<file path="config.mk">
export PLATFORM = sky130hd
export DESIGN_NAME = mem_access_unit
export DESIGN_NICKNAME = d
export VERILOG_FILES = /design/src/rtl/mem_access_unit.sv
export SDC_FILE = /design/constraint.sdc
export NUM_CORES = 1
export LEC_CHECK = 0
export CELL_PAD_IN_SITES_DETAIL_PLACEMENT = 2
export CELL_PAD_IN_SITES_GLOBAL_PLACEMENT = 2
export CORE_UTILIZATION = 37
export CTS_CLUSTER_SIZE = 28
export DETAILED_ROUTE_END_ITERATION = 7
export PLACE_DENSITY_LB_ADDON = 0.1
export SLEW_MARGIN = 10
export SYNTH_ARGS = -nofsm -noshare
export SYNTH_HDL_FRONTEND = slang
export SYNTH_SLANG_ARGS = --single-unit
</file>
<file path="constraint.sdc">
create_clock -name clk -period 8.9 [get_ports clk]
set_input_delay 1.335 -clock clk [delete_from_list [all_inputs] [get_ports clk]]
set_output_delay 1.335 -clock clk [all_outputs]
set_load 0.05 [all_outputs]
</file>
<file path="src/rtl/mem_access_unit.sv">
// Load/store front-end for a word-addressed data memory: in-order request queue,
// a three-state issue FSM, and a valid/ready response channel.
module mem_access_unit #(
  parameter int WORD_SIZE = 32,
  parameter int ADDR_W    = 8,
  parameter int QDEPTH    = 2
) (
  input  logic                 clk,
  input  logic                 rst_n,
  input  logic                 req_valid,
  output logic                 req_ready,
  input  logic                 req_we,
  input  logic [31:0]          req_addr,
  input  logic [WORD_SIZE-1:0] req_wdata,
  output logic                 resp_valid,
  input  logic                 resp_ready,
  output logic [WORD_SIZE-1:0] resp_rdata,
  output logic                 resp_err,
  output logic                 mem_write,
  output logic [ADDR_W-1:0]    mem_address,
  output logic [WORD_SIZE-1:0] mem_data_in,
  input  logic [WORD_SIZE-1:0] mem_data_out
);
  localparam int PW = $clog2(QDEPTH);
  localparam logic [PW:0] QD = (PW+1)'(QDEPTH);

  typedef struct packed {
    logic                 we;
    logic [31:0]          addr;
    logic [WORD_SIZE-1:0] wdata;
  } req_t;

  typedef enum logic [1:0] {IDLE, ACCESS, RESP} state_t;

  req_t                 q_mem [QDEPTH];
  logic [PW-1:0]        wr_ptr_q, rd_ptr_q;
  logic [PW:0]          cnt_q;
  state_t               state_q;
  logic                 wk_we_q, wk_err_q;
  logic [ADDR_W-1:0]    wk_idx_q;
  logic [WORD_SIZE-1:0] wk_wdata_q;
  logic [WORD_SIZE-1:0] rdata_q;
  logic                 err_q;

  logic full, empty, push, pop, head_err;
  req_t head;

  assign full      = (cnt_q == QD);
  assign empty     = (cnt_q == '0);
  assign req_ready = rst_n & ~full;
  assign push      = req_valid & req_ready;
  assign pop       = ~empty & ((state_q == IDLE) | ((state_q == RESP) & resp_ready));
  assign head      = q_mem[rd_ptr_q];
  assign head_err  = (head.addr[1:0] != 2'b00) | ((head.addr >> (ADDR_W+2)) != 32'd0);

  // Memory strobes decode the state directly so an async reset kills a write mid-cycle.
  assign mem_write   = (state_q == ACCESS) & wk_we_q & ~wk_err_q;
  assign mem_address = ((state_q == ACCESS) & ~wk_err_q) ? wk_idx_q : '0;
  assign mem_data_in = (state_q == ACCESS) ? wk_wdata_q : '0;
  assign resp_valid  = (state_q == RESP);
  assign resp_rdata  = rdata_q;
  assign resp_err    = err_q;

  always_ff @(posedge clk) begin
    if (push) q_mem[wr_ptr_q] <= '{we: req_we, addr: req_addr, wdata: req_wdata};
  end

  always_ff @(posedge clk or negedge rst_n) begin
    if (!rst_n) begin
      wr_ptr_q <= '0;
      rd_ptr_q <= '0;
      cnt_q    <= '0;
    end else begin
      if (push) wr_ptr_q <= wr_ptr_q + 1'b1;
      if (pop)  rd_ptr_q <= rd_ptr_q + 1'b1;
      case ({push, pop})
        2'b10:   cnt_q <= cnt_q + 1'b1;
        2'b01:   cnt_q <= cnt_q - 1'b1;
        default: cnt_q <= cnt_q;
      endcase
    end
  end

  always_ff @(posedge clk or negedge rst_n) begin
    if (!rst_n) begin
      state_q    <= IDLE;
      wk_we_q    <= 1'b0;
      wk_err_q   <= 1'b0;
      wk_idx_q   <= '0;
      wk_wdata_q <= '0;
      rdata_q    <= '0;
      err_q      <= 1'b0;
    end else begin
      if (pop) begin
        wk_we_q    <= head.we;
        wk_err_q   <= head_err;
        wk_idx_q   <= head.addr[ADDR_W+1:2];
        wk_wdata_q <= head.wdata;
      end
      case (state_q)
        IDLE:   if (pop) state_q <= ACCESS;
        ACCESS: begin
          rdata_q <= (~wk_we_q & ~wk_err_q) ? mem_data_out : '0;
          err_q   <= wk_err_q;
          state_q <= RESP;
        end
        RESP:   if (resp_ready) state_q <= pop ? ACCESS : IDLE;
        default: state_q <= IDLE;
      endcase
    end
  end
endmodule

</file>
==> impl_metrics.env, run 1 <==
export IMPL_status="finished clean"
export IMPL_timing_final_max_slew_violations=0
export IMPL_route_detailed_vias_per_inst=4.91
export IMPL_post_route_period_util_pct=48.0
export IMPL_cts_resized=0
export IMPL_grt_usage_pct=18.2
export IMPL_root_buffer="clkbuf_16"
export IMPL_synth_seq_cells=211
export IMPL_timing_setup_tns_ns=0
export IMPL_hold_viol_final=0
export IMPL_timing_worst_setup_path_type="in2out"
export IMPL_dp_cells=908
export IMPL_dieHeight_um=146
export IMPL_detailed_place_hpwl_um=12300
export IMPL_period_needed_ns=4.27
export IMPL_area_growth_pct=35.6
export IMPL_maxSlewHeadroom_pct=35.2
export IMPL_top_usage_layer="met2"
export IMPL_gp_congestion=0.743
export IMPL_yosys_warnings=0
export IMPL_worst_pin_slew_ns=0.970
export IMPL_die_area_mm2=0.0213
export IMPL_cts_tree="yes"
export IMPL_dr_pass1_iters=4
export IMPL_grt_pass1_wl_um=30000
export IMPL_io_pins=177
export IMPL_port_buffers=176
export IMPL_use_met1_pct=22.5
export IMPL_grt_overflow=0
export IMPL_avgSynthCellArea_um2=16.0
export IMPL_drc=0
export IMPL_final_cell_mix="clkdlybuf4s50_1 (175), edfxtp_1 (130), dfrtp_1 (80), nor2_1 (49), a21oi_1 (42)"
export IMPL_postRouteAntennaNets=0
export IMPL_rsz0062_at_grt="false"
export IMPL_max_freq_mhz=234
export IMPL_finalNetCount=766
export IMPL_clk_latency_ns=0.50
export IMPL_max_cap_viol_count=0
export IMPL_cp_arrival_ns=2.94
export IMPL_setup_viol=0
export IMPL_place_area_mm2=0.00970
export IMPL_skew_ns=0.0139
export IMPL_met3_usage_pct=3.89
export IMPL_die_w_um=146
export IMPL_final_common_cell="clkdlybuf4s50_1"
export IMPL_p_leak_nw=3.90
export IMPL_syn_inst=480
export IMPL_htree_levels=1
export IMPL_ctsHoldBuffers=0
export IMPL_met2_usage_pct=32.9
export IMPL_final_util_pct=51.3
export IMPL_crit_required_ns=7.57
export IMPL_grt_max_degree=66
export IMPL_syn_area_mm2=0.00767
export IMPL_cts_buffer_depth=3
export IMPL_cts_buffers=23
export IMPL_fin_total_pwr_mw=3.21
export IMPL_cp_max_fo=24
export IMPL_antenna_found_initial=1
export IMPL_via_count=4672
export IMPL_cts_sinks=211
export IMPL_stdcell_area_mm2=0.0104
export IMPL_p_per_area_mw_per_mm2=308
export IMPL_rows=52
export IMPL_seq_area_frac_synth_pct=77.3
export IMPL_critPathCaptureType="output pin"
export IMPL_synth_cell_types=27
export IMPL_instances_no_fill=951
export IMPL_wl_per_cell_um=20.1
export IMPL_wl_um=19100
export IMPL_initial_core_util_pct=37.8
export IMPL_grt_pass1_vias=5306
export IMPL_coreArea_mm2=0.0203
export IMPL_synth_nets=582
export IMPL_start_kind="input port"
export IMPL_cts_clk_slew_worst_paths_ns=0.06
export IMPL_drt_initial_drc_count=159
export IMPL_nFillCells=1900
export IMPL_ir_drop_v=0.000165
export IMPL_post_cts_buffers=0
export IMPL_hold_class="reg2reg"
export IMPL_drive_above_1_share_pct=6.32
[worst max-delay path, cell delays in order]
cell	delay (ns)
buf_4	0.31
a21boi_0	0.40
clkdlybuf4s50_1	0.88
[routing by layer]
layer  share of wire (%)  vias up
li1                    -     2130
met1                  42     2384
met2                  52      128
met3                 4.9       30
met4                 1.5        0
met5                   0        -
[area by class of cell]
| cell class | instances | area, µm² | share of cell area (%) |
|---|---|---|---|
| Sequential cell | 211 | 5930 | 57.0 |
| Timing Repair Buffer | 183 | 1830 | 17.6 |
| Multi-Input combinational cell | 243 | 1620 | 15.6 |
| Clock buffer | 33 | 633 | 6.08 |
| Tap cell | 270 | 338 | 3.25 |
| Clock inverter | 8 | 41.3 | 0.397 |
| Inverter | 2 | 7.51 | 0.0721 |
| Antenna cell | 1 | 2.50 | 0.0240 |
[power by group]
part	switching, mW	internal, mW
clock	0.365	0.493
combinational	0.648	0.353
sequential	0.106	1.24
[path summary, 6_finish.rpt]
kind	start	end	slack, ns	cells after the start
min in group asynchronous	rst_n	resp_rdata[31]	0.75	1
max in group asynchronous	rst_n	rd_ptr_q	6.96	2
min reg2reg	resp_rdata[26]	resp_rdata[26]	0.51	1
max reg2reg	state_q[1]	wk_wdata_q[11]	6.41	5
max	rst_n	req_ready	4.63	3
min	resp_rdata[26]	resp_rdata[26]	0.51	1
[cells by family after synthesis]
kind of cell | after synthesis | synth area share [%]
AO/OA/AOI/OAI | 77 | 6.65
XOR/XNOR | 5 | 0.571
adder cells (fa/ha/maj) | 1 | 0.163
buffers and inverters | 26 | 1.86
flip-flops | 211 | 77.3
multiplexers | 41 | 5.35
AND/OR/NAND/NOR | 119 | 8.11
[synthesized netlist by cell type]
| master | instances | area [µm²] |
|---|---|---|
| edfxtp_1 | 130 | 3900 |
| dfrtp_1 | 81 | 2030 |
| nor2_1 | 50 | 188 |
| a21oi_1 | 42 | 210 |
| and2_1 | 41 | 257 |
| mux2i_1 | 41 | 410 |
| a22o_1 | 32 | 280 |
| buf_2 | 9 | 45.0 |
| buf_4 | 9 | 67.6 |
| clkbuf_1 | 6 | 22.5 |
| nor4_1 | 6 | 37.5 |
| nor3_1 | 5 | 25.0 |
| nand2_1 | 4 | 15.0 |
| nand4_1 | 4 | 25.0 |
| xnor2_1 | 3 | 26.3 |
| inv_1 | 2 | 7.51 |
| nand2b_1 | 2 | 12.5 |
| nor2b_1 | 2 | 12.5 |
| nor4b_1 | 2 | 17.5 |
| xor2_1 | 2 | 17.5 |
| a21boi_0 | 1 | 7.51 |
| a22oi_1 | 1 | 7.51 |
| and3_1 | 1 | 6.26 |
| ha_1 | 1 | 12.5 |
| nor3_2 | 1 | 10.0 |
| nor3_4 | 1 | 16.3 |
| o21ai_0 | 1 | 5.00 |
[metrics by stage]
step | worst slack, ns | hold slack (ns)
6_report | 4.63 | 0.506
3_3_place_gp | 4.64 | 0.469
4_1_cts | 4.57 | 0.511
3_5_place_dp | 4.57 | 0.494
5_1_grt | 4.53 | 0.527
2_1_floorplan | 2.75 | 0.459
[sequential cells by signal, summed over array words and instances, names as in the netlist]
signal and count:
q_mem 130, resp_err 1, state_q 2, wr_ptr_q 1, wk_idx_q 8, resp_rdata 32, wk_err_q 1, cnt_q 2
wk_wdata_q 32, wk_we_q 1, rd_ptr_q 1
Note: power is estimated with default switching activity, not from simulation.
==> run 2: changes to the inputs <==
--- a/config.mk
+++ b/config.mk
@@ -7,7 +7,7 @@
 export LEC_CHECK = 0
 export CELL_PAD_IN_SITES_DETAIL_PLACEMENT = 2
 export CELL_PAD_IN_SITES_GLOBAL_PLACEMENT = 2
-export CORE_UTILIZATION = 37
+export CORE_UTILIZATION = 35
 export CTS_CLUSTER_SIZE = 28
 export DETAILED_ROUTE_END_ITERATION = 7
 export PLACE_DENSITY_LB_ADDON = 0.1
==> constraint.sdc (replaced) <==
create_clock -name clk -period 4.3 [get_ports clk]
set_input_delay 0.645 -clock clk [delete_from_list [all_inputs] [get_ports clk]]
set_output_delay 0.645 -clock clk [all_outputs]
set_load 0.05 [all_outputs]
==> run 2 against run 1 <==
Against the previous run:
- first-iteration DRC count is 19% lower
- count of clock-buffer cells in the layout is 8 higher
- non-clock buffer count stayed put
- worst setup slack worse by 3.9 ns
- via count is 0.54% lower
- clock power is 120% higher
- register-to-register slack worse by 4.2 ns
- final cell count is 0.53% higher
==> impl_metrics.env, run 2 (synthesis gave the netlist of run 1 again) <==
export IMPL_timing_final_max_slew_violations=0
export IMPL_maxSlewHeadroom_pct=18.9
export IMPL_io_pins=177
export IMPL_cts_resized=0
export IMPL_cts_clk_slew_worst_paths_ns=0.06
export IMPL_rows=53
export IMPL_p_per_area_mw_per_mm2=645
export IMPL_post_route_period_util_pct=83.6
export IMPL_route_detailed_vias_per_inst=4.86
export IMPL_path_cells="nand2b_1 -> buf_4 -> nor2_1 -> and2_1 -> clkdlybuf4s50_1"
export IMPL_grt_max_degree=82
export IMPL_diodes=0
export IMPL_status="finished clean"
export IMPL_area_growth_pct=36.1
export IMPL_top_usage_layer="met2"
export IMPL_post_cts_buffers=0
export IMPL_dieHeight_um=150
export IMPL_port_buffers=176
export IMPL_skew_ns=0.00591
export IMPL_cts_buffers=23
export IMPL_cts_tree="yes"
export IMPL_period_needed_ns=3.59
export IMPL_r2r_cells=4
export IMPL_fin_total_pwr_mw=6.73
export IMPL_wl_um=18900
export IMPL_drive_above_1_share_pct=6.46
export IMPL_setup_viol=0
export IMPL_grt_pass1_vias=5227
export IMPL_cp_slowest_cell="clkdlybuf4s50_1"
export IMPL_hold_class="in2async"
export IMPL_largest_register="q_mem"
export IMPL_largest_reg_flops=130
export IMPL_cp_max_fo=36
export IMPL_root_buffer="clkbuf_16"
export IMPL_grt_overflow=0
export IMPL_p_leak_nw=3.92
export IMPL_cts_buffer_depth=3
export IMPL_critical_path_max_stage_delay_ns=0.85
export IMPL_timing_worst_setup_path_type="reg2out"
export IMPL_final_cell_mix="clkdlybuf4s50_1 (175), edfxtp_1 (130), dfrtp_1 (80), nor2_1 (49), a21oi_1 (42)"
export IMPL_clk_latency_ns=0.51
export IMPL_max_cap_viol_count=0
export IMPL_detailed_place_hpwl_um=12300
export IMPL_crit_required_ns=3.65
export IMPL_die_area_mm2=0.0225
export IMPL_met3_usage_pct=3.54
export IMPL_critPathCaptureType="output pin"
export IMPL_dr_pass1_iters=4
export IMPL_cts_sinks=211
export IMPL_via_count=4647
export IMPL_drc=0
export IMPL_initial_core_util_pct=36.0
export IMPL_timing_setup_tns_ns=0
export IMPL_htree_levels=1
export IMPL_drt_initial_drc_count=129
export IMPL_ir_drop_v=0.000372
export IMPL_finalNetCount=766
export IMPL_cp_top_family="buffers and inverters"
export IMPL_ctsHoldBuffers=0
export IMPL_cp_arrival_ns=2.95
export IMPL_r2r_end="resp_rdata[28]"
export IMPL_grt_usage_pct=16.9
export IMPL_worst_pin_slew_ns=1.21
export IMPL_wl_per_cell_um=19.7
export IMPL_r2r_start="state_q[1]"
export IMPL_gp_congestion=0.729
export IMPL_rrSetupSlack_ns=2.17
export IMPL_antenna_found_initial=1
export IMPL_worst_path_buf_inv=2
export IMPL_max_freq_mhz=278
export IMPL_grt_pass1_wl_um=28800
export IMPL_met2_usage_pct=30.5
export IMPL_die_w_um=150
export IMPL_start_kind="flip-flop"
export IMPL_hold_viol_final=0
export IMPL_coreArea_mm2=0.0213
export IMPL_postRouteAntennaNets=0
export IMPL_rsz0062_at_grt="false"
export IMPL_final_common_cell="clkdlybuf4s50_1"
export IMPL_use_met1_pct=20.2
==> run 2: changes by cell type in the layout (fill, tap and decap cells not counted) <==
cell | previous run | this run
clkbuf_8 | 2 | 6
buf_16 | 1 | 0
buf_12 | 0 | 1
clkinvlp_4 | 1 | 0
clkinv_1 | 4 | 0
diode_2 | 1 | 0
clkbuf_1 | 8 | 12
clkinv_2 | 2 | 0
==> run 2: power by group <==
group | internal (mW) | switching (mW)
clock | 1.10 | 0.755
combinational | 0.749 | 1.35
sequential | 2.57 | 0.201
total | 4.42 | 2.31
==> run 2: area by class of cell <==
cell class	instances	area, µm²
sequential	211	5930
clock buffer	41	703
multi-input combinational	243	1620
tap	275	344
inverter	2	7.51
clock inverter	1	8.76
fill	1952	10800
timing repair buffer	183	1820
==> run 2: worst register-to-register path: cells and delay by family (launching register included) <==
kind | cells | cell delay, ns
simple gates | 2 | 1.11
compound gates | 1 | 0.28
buf+inv | 1 | 0.25
flops | 1 | 0.41
==> run 2: metrics by stage <==
step	area, µm²	setup WS (ns)	instances	hold WS [ns]	util (%)
floorplan	7680	0.249	480	0.349	-
global placement	9730	1.28	914	0.465	45.7
detailed placement	9730	1.17	914	0.471	45.7
CTS	10400	0.619	956	0.486	49.0
global route	10400	0.551	956	0.509	49.0
finish	10400	0.705	956	0.460	49.0
==> run 2: worst max-delay path by stage <==
stage,startpoint,endpoint,slack [ns],depth (start not counted)
final,state_q[1],mem_write,0.71,5
after global placement,state_q[1],mem_write,1.28,5
after global routing,state_q[1],mem_write,0.55,5
after CTS,state_q[1],mem_write,0.62,5
after detailed placement,state_q[1],mem_write,1.17,5
after floorplan,rst_n,q_mem[1][0],0.25,2
==> run 2: per-layer routing <==
| layer | share of wire, % | vias to the layer above |
|---|---|---|
| met3 | 5.1 | 32 |
| met4 | 2.4 | 2 |
| li1 | - | 2129 |
| met1 | 40 | 2356 |
| met2 | 52 | 128 |
| met5 | 0.069 | - |
